==> src/rtl/stage_id_scoreboard.sv <==
// Decode-stage hazard scoreboard: tracks pending destinations of long-latency
// producers and raises the ID stall for RAW, WAW and outstanding-budget hazards.
module stage_id_scoreboard #(
  parameter int REG_NUM         = 32,
  parameter int MAX_OUTSTANDING = 4,
  parameter int WB_BYPASS       = 1,
  parameter int CNT_W           = 32,
  localparam int AW = $clog2(REG_NUM),
  localparam int OW = $clog2(MAX_OUTSTANDING + 1)
) (
  input  logic               clk,
  input  logic               rst,
  input  logic               id_valid,
  input  logic               id_uses_rs1,
  input  logic               id_uses_rs2,
  input  logic [AW-1:0]      id_rs1,
  input  logic [AW-1:0]      id_rs2,
  input  logic               id_writes_rd,
  input  logic [AW-1:0]      id_rd,
  input  logic               id_is_long,
  input  logic               issue_ready,
  input  logic               flush,
  input  logic               wb_valid,
  input  logic [AW-1:0]      wb_rd,
  output logic               stall,
  output logic               issue,
  output logic [REG_NUM-1:0] pending_mask,
  output logic [OW-1:0]      outstanding,
  output logic [CNT_W-1:0]   stall_cycles,
  output logic               wb_err
);

  localparam logic [OW-1:0]      MAX_OUT  = OW'(MAX_OUTSTANDING);
  localparam logic [REG_NUM-1:0] X0_CLEAR = {{(REG_NUM-1){1'b1}}, 1'b0};

  // Pending as seen by decode; a same-cycle writeback can hide the bit when bypassing.
  function automatic logic eff_pending(input logic [REG_NUM-1:0] pend,
                                       input logic [AW-1:0]      r,
                                       input logic               wbv,
                                       input logic [AW-1:0]      wbr);
    logic bypass_hit;
    bypass_hit = (WB_BYPASS != 0) && wbv && (wbr == r);
    return (r != '0) && pend[r] && !bypass_hit;
  endfunction

  function automatic logic [CNT_W-1:0] sat_inc(input logic [CNT_W-1:0] v);
    return (&v) ? v : v + CNT_W'(1);
  endfunction

  logic wb_legal;
  logic wb_illegal;
  logic raw_hazard;
  logic waw_hazard;
  logic budget_hazard;
  logic set_en;
  logic [REG_NUM-1:0] set_vec;
  logic [REG_NUM-1:0] clr_vec;

  assign wb_legal   = wb_valid && (wb_rd != '0) && pending_mask[wb_rd];
  assign wb_illegal = wb_valid && !wb_legal;

  assign raw_hazard =
      (id_uses_rs1 && eff_pending(pending_mask, id_rs1, wb_valid, wb_rd)) ||
      (id_uses_rs2 && eff_pending(pending_mask, id_rs2, wb_valid, wb_rd));
  assign waw_hazard = id_writes_rd && eff_pending(pending_mask, id_rd, wb_valid, wb_rd);
  assign budget_hazard = id_is_long && id_writes_rd && (id_rd != '0) &&
                         (outstanding == MAX_OUT) && !wb_legal;

  assign stall  = id_valid && !flush && (raw_hazard || waw_hazard || budget_hazard);
  assign issue  = id_valid && !flush && !stall && issue_ready;
  assign set_en = issue && id_is_long && id_writes_rd && (id_rd != '0);

  always_comb begin
    set_vec = '0;
    clr_vec = '0;
    if (set_en)   set_vec[id_rd] = 1'b1;
    if (wb_legal) clr_vec[wb_rd] = 1'b1;
  end

  // Scoreboard state; a register set and cleared in the same cycle stays pending.
  always_ff @(posedge clk) begin
    if (rst) begin
      pending_mask <= '0;
      outstanding  <= '0;
      stall_cycles <= '0;
      wb_err       <= 1'b0;
    end else begin
      pending_mask <= ((pending_mask & ~clr_vec) | set_vec) & X0_CLEAR;
      case ({set_en, wb_legal})
        2'b10:   if (outstanding != MAX_OUT) outstanding <= outstanding + OW'(1);
        2'b01:   if (outstanding != '0)      outstanding <= outstanding - OW'(1);
        default: outstanding <= outstanding;
      endcase
      if (wb_illegal) wb_err <= 1'b1;
      if (stall)      stall_cycles <= sat_inc(stall_cycles);
    end
  end

endmodule
==> config.mk <==
export PLATFORM = sky130hd
export DESIGN_NAME = stage_id_scoreboard
export DESIGN_NICKNAME = d
export VERILOG_FILES = /design/src/rtl/stage_id_scoreboard.sv
export SDC_FILE = /design/constraint.sdc
export NUM_CORES = 1
export LEC_CHECK = 0
export ABC_AREA = 1
export CAP_MARGIN = 0
export CORE_MARGIN = 2
export CORE_UTILIZATION = 62
export CTS_CLUSTER_DIAMETER = 60
export DETAILED_ROUTE_END_ITERATION = 10
export DONT_BUFFER_PORTS = 1
export PLACE_DENSITY = 0.75
export SYNTH_ARGS = -nofsm -noshare
export SYNTH_HDL_FRONTEND = slang
export SYNTH_SLANG_ARGS = --single-unit
==> constraint.sdc <==
create_clock -name clk -period 3.1 [get_ports clk]
set_input_delay 0.465 -clock clk [delete_from_list [all_inputs] [get_ports clk]]
set_output_delay 0.465 -clock clk [all_outputs]
set_load 0.005 [all_outputs]
* Yosys cells after proc, flatten, opt, wreduce, memory -nomap -nowiden
Index checks and enable logic that the tools add are counted.
Storage, ports and cells: bits in registers 68, input bits 30, output and inout port bits 70, word-level logic and storage cells 90
Operators by class: $add $sub $neg 3, order comparisons 6, equal/unequal tests 9, mux-type cells 17, bitwise operators 4, reductions and logical operators 46
Operators by type and width (count):
- $mux 32 | 2
- $add 32x1->32 const B | 1
- $and 32x32->32 | 1
- $not 32->32 | 1
- $or 32x32->32 | 1
- $reduce_and 32->1 | 1
- $logic_and 1x1->1 | 28
- $lt 5x6->1 const B | 4
- $bmux 1 s5 | 4
- $reduce_bool 5->1 | 4
- $eq 5x5->1 | 3
- $demux 1 s5 | 2
- $ge 5x1->1 const B | 2
- $logic_not 1->1 | 6
- $mux 1 | 6
- $mux 3 | 2
- $pmux 3 s2 | 1
- $ne 2x2->1 const B | 2
- $add 3x1->3 const B | 1
- $eq 3x3->1 const B | 1
- $logic_or 1x1->1 | 3
- $ne 3x3->1 const B | 1
- $reduce_and 3->1 | 1
- $reduce_bool 3->1 | 1
- 6 further kinds | 6

* Depth between registers and ports, before layout
Gate-level depths: netlist (run 1).
word-level depth 18, depth in mapped cells 26, gate-level depth less buffers 25

* Worst setup path before layout (run 1)
No wires, ideal clock.
path kind input-to-reg, from input wb_rd[0], to register outstanding[2], library setup time 119 ps, arrival 2554 ps, required time 2981 ps, slack 427 ps, cell stages on the path 24, path buffers 2, path through buf_4 -> buf_6 -> nand2_1 -> nand2_1 -> nand2_1 -> nand2_1 -> nand2_1 -> nand2_1 -> nor2_1 -> nand2_1 -> nand2_2 -> nand2_1 -> nand2_2 -> nor2_4 -> nand2_1 -> nor2_1 -> inv_1 -> ha_1 -> inv_1 -> fa_1 -> xnor2_1 -> nand2_1 -> o21ai_0 -> a21oi_1
On the way: longest elaborated chain between the ends 18, elaborated cells on any way between the ends 39, those cells by class eq/ne: 7; mux: 3; reduce/logical: 29
RTL lines:
- from (decl) | RTL line 24 | input logic [AW-1:0] wb_rd,
- branches (longest 18 deep; another with $bmux 1 s5)
- to (signal assigned) | RTL line 90 | 2'b10: if (outstanding != MAX_OUT) outstanding <= outstanding + OW'(1);
- to (signal assigned) | RTL line 91 | 2'b01: if (outstanding != '0) outstanding <= outstanding - OW'(1);
- to (signal assigned) | RTL line 92 | default: outstanding <= outstanding;
- to (decl) | RTL line 28 | output logic [OW-1:0] outstanding,
Parallel ways; which one is timed is not known. The select of a mux whose other input is x is not followed. A chain may end at the register's enable or synchronous reset.

* Worst setup path after layout (run 1)
from register pending_mask[6], to register outstanding[2]
On the way: longest elaborated chain between the ends 18, elaborated cells on any way between the ends 37, those cells by class eq/ne: 4; mux: 9; reduce/logical: 24
RTL lines:
- from (decl) | RTL line 27 | output logic [REG_NUM-1:0] pending_mask,
- from (signal assigned) | RTL line 88 | pending_mask <= ((pending_mask & ~clr_vec) | set_vec) & X0_CLEAR;
- $bmux 1 s5 | RTL line 43 | return (r != '0) && pend[r] && !bypass_hit;
- $mux 1 (not written as such) | RTL line 43
- $logic_and 1x1->1 (2 in series) | RTL line 43
- $logic_and 1x1->1 (on tied branches) | RTL line 63, 64
- $logic_or 1x1->1 | RTL line 63 | (id_uses_rs1 && eff_pending(pending_mask, id_rs1, wb_valid, wb_rd)) ||
- $logic_or 1x1->1 (2 in series) | RTL line 69 | assign stall = id_valid && !flush && (raw_hazard || waw_hazard || budget_hazard);
- $logic_and 1x1->1 | RTL line 69
- $logic_not 1->1 | RTL line 70 | assign issue = id_valid && !flush && !stall && issue_ready;
- $logic_and 1x1->1 (2 in series) | RTL line 70
- $logic_and 1x1->1 (3 in series) | RTL line 71 | assign set_en = issue && id_is_long && id_writes_rd && (id_rd != '0);
- $eq 2x1->1 or $eq 2x2->1 (tied branches) | RTL line 89 | case ({set_en, wb_legal})
- $ne 2x2->1 (no line) or $reduce_bool 2->1 (tied branches)
- $reduce_and 3->1 (no line)
Several ways; a longest one is shown, not always the timed one. The select of a mux whose other input is x is not followed.

==> metrics, run 1 <==
Area contributors post-synth dfxtp_1 24%, nand2_1 19%, nand4_1 8.3%, a21oi_1 7.0%, nor2_1 6.7%; Slew Limit Headroom approximately a third; largest area contributor in the netlist dfxtp_1; die area between 9000 and 10,000 um^2; Post-synth ARST share 0%; post-synthesis register bit count between 60 and 70; Total Neg Setup Slack 0 ps; Pwr Density between 300 and 400 nW/um^2; post-route ant nets 0; gpl congestion 1.11; final worst-path cycle share 92.7%; ant diodes 0; Critical Path Max Stage Delay 530 ps; Worst Path Arrival 3120 ps; Min Clock Period, post-route around 2900 ps; layout net count between 900 and 1,000; Area Overhead vs Synth 4.34%; area of the multi-input gates ~3500 um^2; syn avg cell area just under 6 um^2; cells after synthesis ~940; DRT iter0 DRCs 679; worst-path cell chain nor2_1 > nor2_1 > nand2_1 > nand2_1 > nand2_1 > nand2_1 > inv_1 > nand3_1 > nand3_1 > nand2_2 > nor2_4 > nand2_1 > nor2_1 > inv_1 > ha_1 > inv_1 > fa_1 > xnor2_1 > nand2_1 > o21ai_0 > a21oi_1; Worst-path clk slew approximately 90 ps; IO buf count 0; initial antenna violation count 0; CTS tree yes; highest-count cells in the layout ignoring fill and taps 283 x nand2_1, 96 x inv_1, 96 x nor2_1, 77 x a21oi_1, 73 x nand4_1; Crit-path slowest cell dfxtp_1; first-pass GRT wire length approximately 32,000 um; routed via count roughly 6,700; Routed Wire Length 20,200 um; DIE WIDTH slightly below 100 um; routed vias/inst ~6.4; Buf+Inv Stages, Crit Path 3; WS Path Type register to register; first drt pass iteration count 6; share of layout cells above drive strength 1 roughly 6%; WHS 169 ps; Num CTS Buffers 9; Post-synth EDFFs 0; Worst EP required approximately 3300 ps; slack of the critical path 228 ps; post-synth top area share 24.4%; cts repair resizes 0; clk sinks 67; FMAX approximately 0.35 GHz; Rows 34; final setup fails 0; Max clock buf depth 2; H-tree levels 3; sequential share of the synthesized area about 24%; post-DP HPWL approximately 15,000 um; worst slack, placed 150 ps; Reg area around 1300 um^2; worst skew pair latency about 360 ps; vias in the first global route between 6,000 and 7,000; # IOs 100; CP delay by family, top simple AND/OR/NAND/NOR gates; HP Class primary input to register; Critical Path Sink Type register; Final Max Slew Viols 0; Starting Density 63.4%; Leak 2.29 nW; synthesized cell area about 5500 um^2; synthesized net count 972; crit path max fanout 4; Die Ht 98.2 um; library cells used by synthesis 33; status finished, final reports clean; cell repeated most along the worst path nand2_1; max_cap viols 0; Setup Fix Bufs, Post-CTS 0; RSZ-0062 raised after global routing false; drt drc 0; CP startpoint kind register; Top FF cell, synth dfxtp_1; core box area ~8700 um^2; CTS Hold Buffers Added 0; most common cell after layout, fill and taps aside nand2_1; clk root buf clkbuf_8; wire per inst a little under 20 um; GRT overflow 0; fill count between 800 and 900; Total GRT Usage approximately 41%; largest net degree at the start of global routing 65; yosys synthesis warning count 0; Final Skew 22.1 ps; Final Power roughly 1.9 mW; maximum VDD drop about 0.25 mV; Slew @ Worst Pin ~1000 ps; final hold vios 0
-- Yosys cell counts, types with 12 or more instances --
master,n
nand2_1,283
clkbuf_1,17
o21ai_0,17
xor2_1,24
nor2_1,98
a21oi_1,77
nor3_1,31
dfxtp_1,67
o31ai_1,28
buf_4,12
inv_1,96
nand3_1,40
nand4_1,73
-- metrics by stage --
stage	instance area [um^2]	cells	utilization [%]
6_report	5740	1033	66.2
5_1_grt	5740	1033	66.2
4_1_cts	5740	1033	66.1
3_5_place_dp	5520	1017	63.6
3_3_place_gp	5520	1017	63.6
2_1_floorplan	5500	938	-
-- kinds of logic after synthesis --
family / after synthesis / share of synthesized area [%]
adders and majority gates: 4 / 1.05
and+or+nand+nor: 544 / 43.2
DFF: 67 / 24.4
buffers and inverters: 153 / 12.0
other: 1 / 0.0681
xor gates and xnor gates: 31 / 4.93
AOI/OAI and AO/OA: 138 / 14.3
-- per-layer routing --
layer  track usage (%)  up-vias  share of wire, %
met2              67.1      482                45
met4              25.8        0               6.8
met1              48.6     2991                35
met3              10.1      107                13
met5                 0        -                 0
li1                  -     3076                 -
-- state kept, by name (all words and copies together) (netlist names) --
| register | cells |
|---|---|
| stall_cycles | 32 |
| pending_mask | 31 |
| outstanding | 3 |
| wb_err | 1 |
-- final timing paths --
kind | to | cells after the start | slack (ps) | start
worst max register to register | outstanding[2]$_SDFFE_PP0P_ | 21 | 230 | pending_mask[6]$_SDFF_PP0_
worst min-delay path | stall_cycles[9]$_SDFFE_PP0P_ | 1 | 170 | rst
worst min register to register | wb_err$_SDFFE_PP0P_ | 2 | 470 | wb_err$_SDFFE_PP0P_
worst max-delay path | outstanding[2]$_SDFFE_PP0P_ | 21 | 230 | pending_mask[6]$_SDFF_PP0_
-- power by group --
group | switching (mW) | internal [mW]
Sequential | 0.00449 | 0.863
Combinational | 0.176 | 0.0594
Clock | 0.381 | 0.455
Total | 0.561 | 1.38
-- layout make-up --
class | instances | area share (%)
Sequential cell | 67 | 23.4
Clock buffer | 10 | 2.22
Tap cell | 108 | 2.35
Clock inverter | 6 | 1.55
Inverter | 104 | 6.80
Timing Repair Buffer | 20 | 2.61
Multi-Input combinational cell | 718 | 61.1
-- worst register-to-register path, delay by kind of cell (launching register included) --
| family | cells | cell delay (ps) |
|---|---|---|
| AOI/OAI and AO/OA | 2 | 220 |
| xor gates and xnor gates | 1 | 170 |
| adders and majority gates | 2 | 560 |
| buffers and inverters | 3 | 180 |
| DFF | 1 | 530 |
| and+or+nand+nor | 13 | 1100 |
Note: power is estimated with default switching activity, not from simulation.
==> inputs of run 2 (changes only) <==
--- a/config.mk
+++ b/config.mk
@@ -9,6 +9,7 @@
 export CAP_MARGIN = 0
 export CORE_MARGIN = 2
 export CORE_UTILIZATION = 62
+export CTS_BUF_LIST = sky130_fd_sc_hd__clkbuf_4 sky130_fd_sc_hd__clkbuf_8
 export CTS_CLUSTER_DIAMETER = 60
 export DETAILED_ROUTE_END_ITERATION = 10
 export DONT_BUFFER_PORTS = 1
==> run 2 against run 1 <==
Clock power up 0.8%. Power increased by 0.33%. Non-clock buffer count unchanged. Final cell count unchanged. Die area stayed put. Combinational power about the same. Sequential power about the same. Hold slack lost 2.5 ps. Highest routed layer unchanged.
==> metrics, run 2 (synthesis results as in run 1) <==
RSZ-0062 raised after global routing false; final worst-path cycle share 92.1%; Final Power 1.95 mW; Die Ht approximately 98 um; Inst Count DP 1,017; Pwr Density between 300 and 400 nW/um^2; WHS roughly 170 ps; drt drc 0; vias in the first global route approximately 6,300; routed vias/inst ~6.5; worst skew pair latency between 300 and 400 ps; slack of the critical path between 200 and 250 ps; Num CTS Buffers 9; final setup fails 0; placed cell area approximately 5500 um^2; Slew Limit Headroom 32.2%; layout net count between 900 and 1,000; Total GRT Usage 41.2%; H-tree levels 3; wire per inst 19.6 um; Critical Path Sink Type register; Total Neg Setup Slack 0 ps; ant diodes 0; Final Instance Count excl. Fillers between 1,000 and 1,500; Routed Wire Length 20,200 um; # IOs 100; CTS tree yes; status finished, final reports clean; worst slack, placed 150 ps; GRT overflow 0; Slew @ Worst Pin slightly above 1000 ps; first drt pass iteration count 6; Worst-path clk slew 90 ps; Worst Path Arrival between 3000 and 4000 ps; Leak ~2.3 nW; Final Skew a little over 20 ps; post-route ant nets 0; Most flops, register stall_cycles; Final Max Slew Viols 0; FF-to-FF Start pending_mask[19]$_SDFF_PP0_; crit path launch pending_mask[19]$_SDFF_PP0_; highest-count cells in the layout ignoring fill and taps 283 x nand2_1, 96 x inv_1, 96 x nor2_1, 77 x a21oi_1, 73 x nand4_1; design area roughly 5700 um^2; WS Path Type register to register; routed via count between 6,000 and 7,000; CP startpoint kind register; initial antenna violation count 0; first-pass GRT wire length 32,100 um; maximum VDD drop around 0.25 mV; share of layout cells above drive strength 1 6.05%; largest net degree at the start of global routing 65; Max clock buf depth 2; crit path max fanout 5; post-DP HPWL roughly 15,000 um; most common cell after layout, fill and taps aside nand2_1; Util after Layout 66.2%; R2R setup slack approximately 240 ps; die area a little under 10,000 um^2; worst-case reg-to-reg path depth 23; Starting Density ~63%; Rows 34; final hold vios 0; Worst EP required approximately 3400 ps; DIE WIDTH around 98 um; crit path capture outstanding[2]$_SDFFE_PP0P_; DRT iter0 DRCs between 800 and 900; HP Class primary input to register; clk sinks 67; fill count about 840; core box area about 8700 um^2; max_cap viols 0; Reg2Reg Capture Point outstanding[2]$_SDFFE_PP0P_; IO buf count 0; FMAX between 0.3 and 0.4 GHz; Min Clock Period, post-route roughly 2900 ps; clk root buf clkbuf_8; Setup Fix Bufs, Post-CTS 0; max reg flops 32; Area Overhead vs Synth 4.41%; top flop regs stall_cycles: 32 flops, pending_mask: 31 flops, outstanding: 3 flops; gpl congestion 1.11
run 2: cell counts in the layout (fill, tap and decap cells not counted):
No cell type changed its count.
run 2: worst max-delay path: stages, from the launching register on:
cell and delay (ps):
dfxtp_1 510, inv_1 100, nand2_1 80, nand3_1 70
nand2_1 100, nand2_1 60, nand2_1 80, inv_1 40
nand2_1 60, nand2_1 40, nand2_1 50, nand2_1 100
nand2_2 120, nor2_4 40, nand2_1 70, nor2_1 60
inv_1 60, ha_1 170, inv_1 80, fa_1 380
xnor2_1 170, nand2_1 90, o21ai_0 160, a21oi_1 60
run 2: power breakdown:
| part | leakage (nW) | internal [mW] | total (mW) | switching, mW |
|---|---|---|---|---|
| clock | 0.106 | 0.464 | 0.843 | 0.379 |
| combinational | 1.64 | 0.0594 | 0.235 | 0.176 |
| sequential | 0.541 | 0.863 | 0.868 | 0.00451 |
| total | 2.29 | 1.39 | 1.95 | 0.559 |
run 2: layout make-up:
| type | instances | area (um^2) | share of cell area, % |
|---|---|---|---|
| inverters | 104 | 390 | 6.79 |
| multi-input cells | 718 | 3510 | 61.0 |
| well taps | 108 | 135 | 2.35 |
| repair buffers | 20 | 150 | 2.61 |
| flip-flops and latches | 67 | 1340 | 23.4 |
| clock buffers | 10 | 131 | 2.29 |
| clock inverters | 6 | 88.8 | 1.55 |
run 2: worst min path at each step:
stage	startpoint	endpoint	slack (ps)	depth (start not counted)
5_1_grt	rst	stall_cycles[3]$_SDFFE_PP0P_	160	1
3_5_place_dp	wb_err$_SDFFE_PP0P_	wb_err$_SDFFE_PP0P_	460	2
4_1_cts	rst	stall_cycles[3]$_SDFFE_PP0P_	160	1
6_report	rst	stall_cycles[3]$_SDFFE_PP0P_	170	1
2_1_floorplan	wb_err$_SDFFE_PP0P_	wb_err$_SDFFE_PP0P_	450	2
3_3_place_gp	wb_err$_SDFFE_PP0P_	wb_err$_SDFFE_PP0P_	460	2
run 2: what timing repair did:
item | 4_1_cts | 5_1_grt
hold buffers | 0 | 0
setup endpoints to repair | 0 | 1
resized for setup | 0 | 2
run 2: routing by layer:
layer	track usage, %	routed length, um	vias up
met1	48.9	7070	2967
li1	-	-	3079
met4	24.4	1490	0
met2	67.3	9100	506
met3	10.4	2560	129
met5	0	0	-
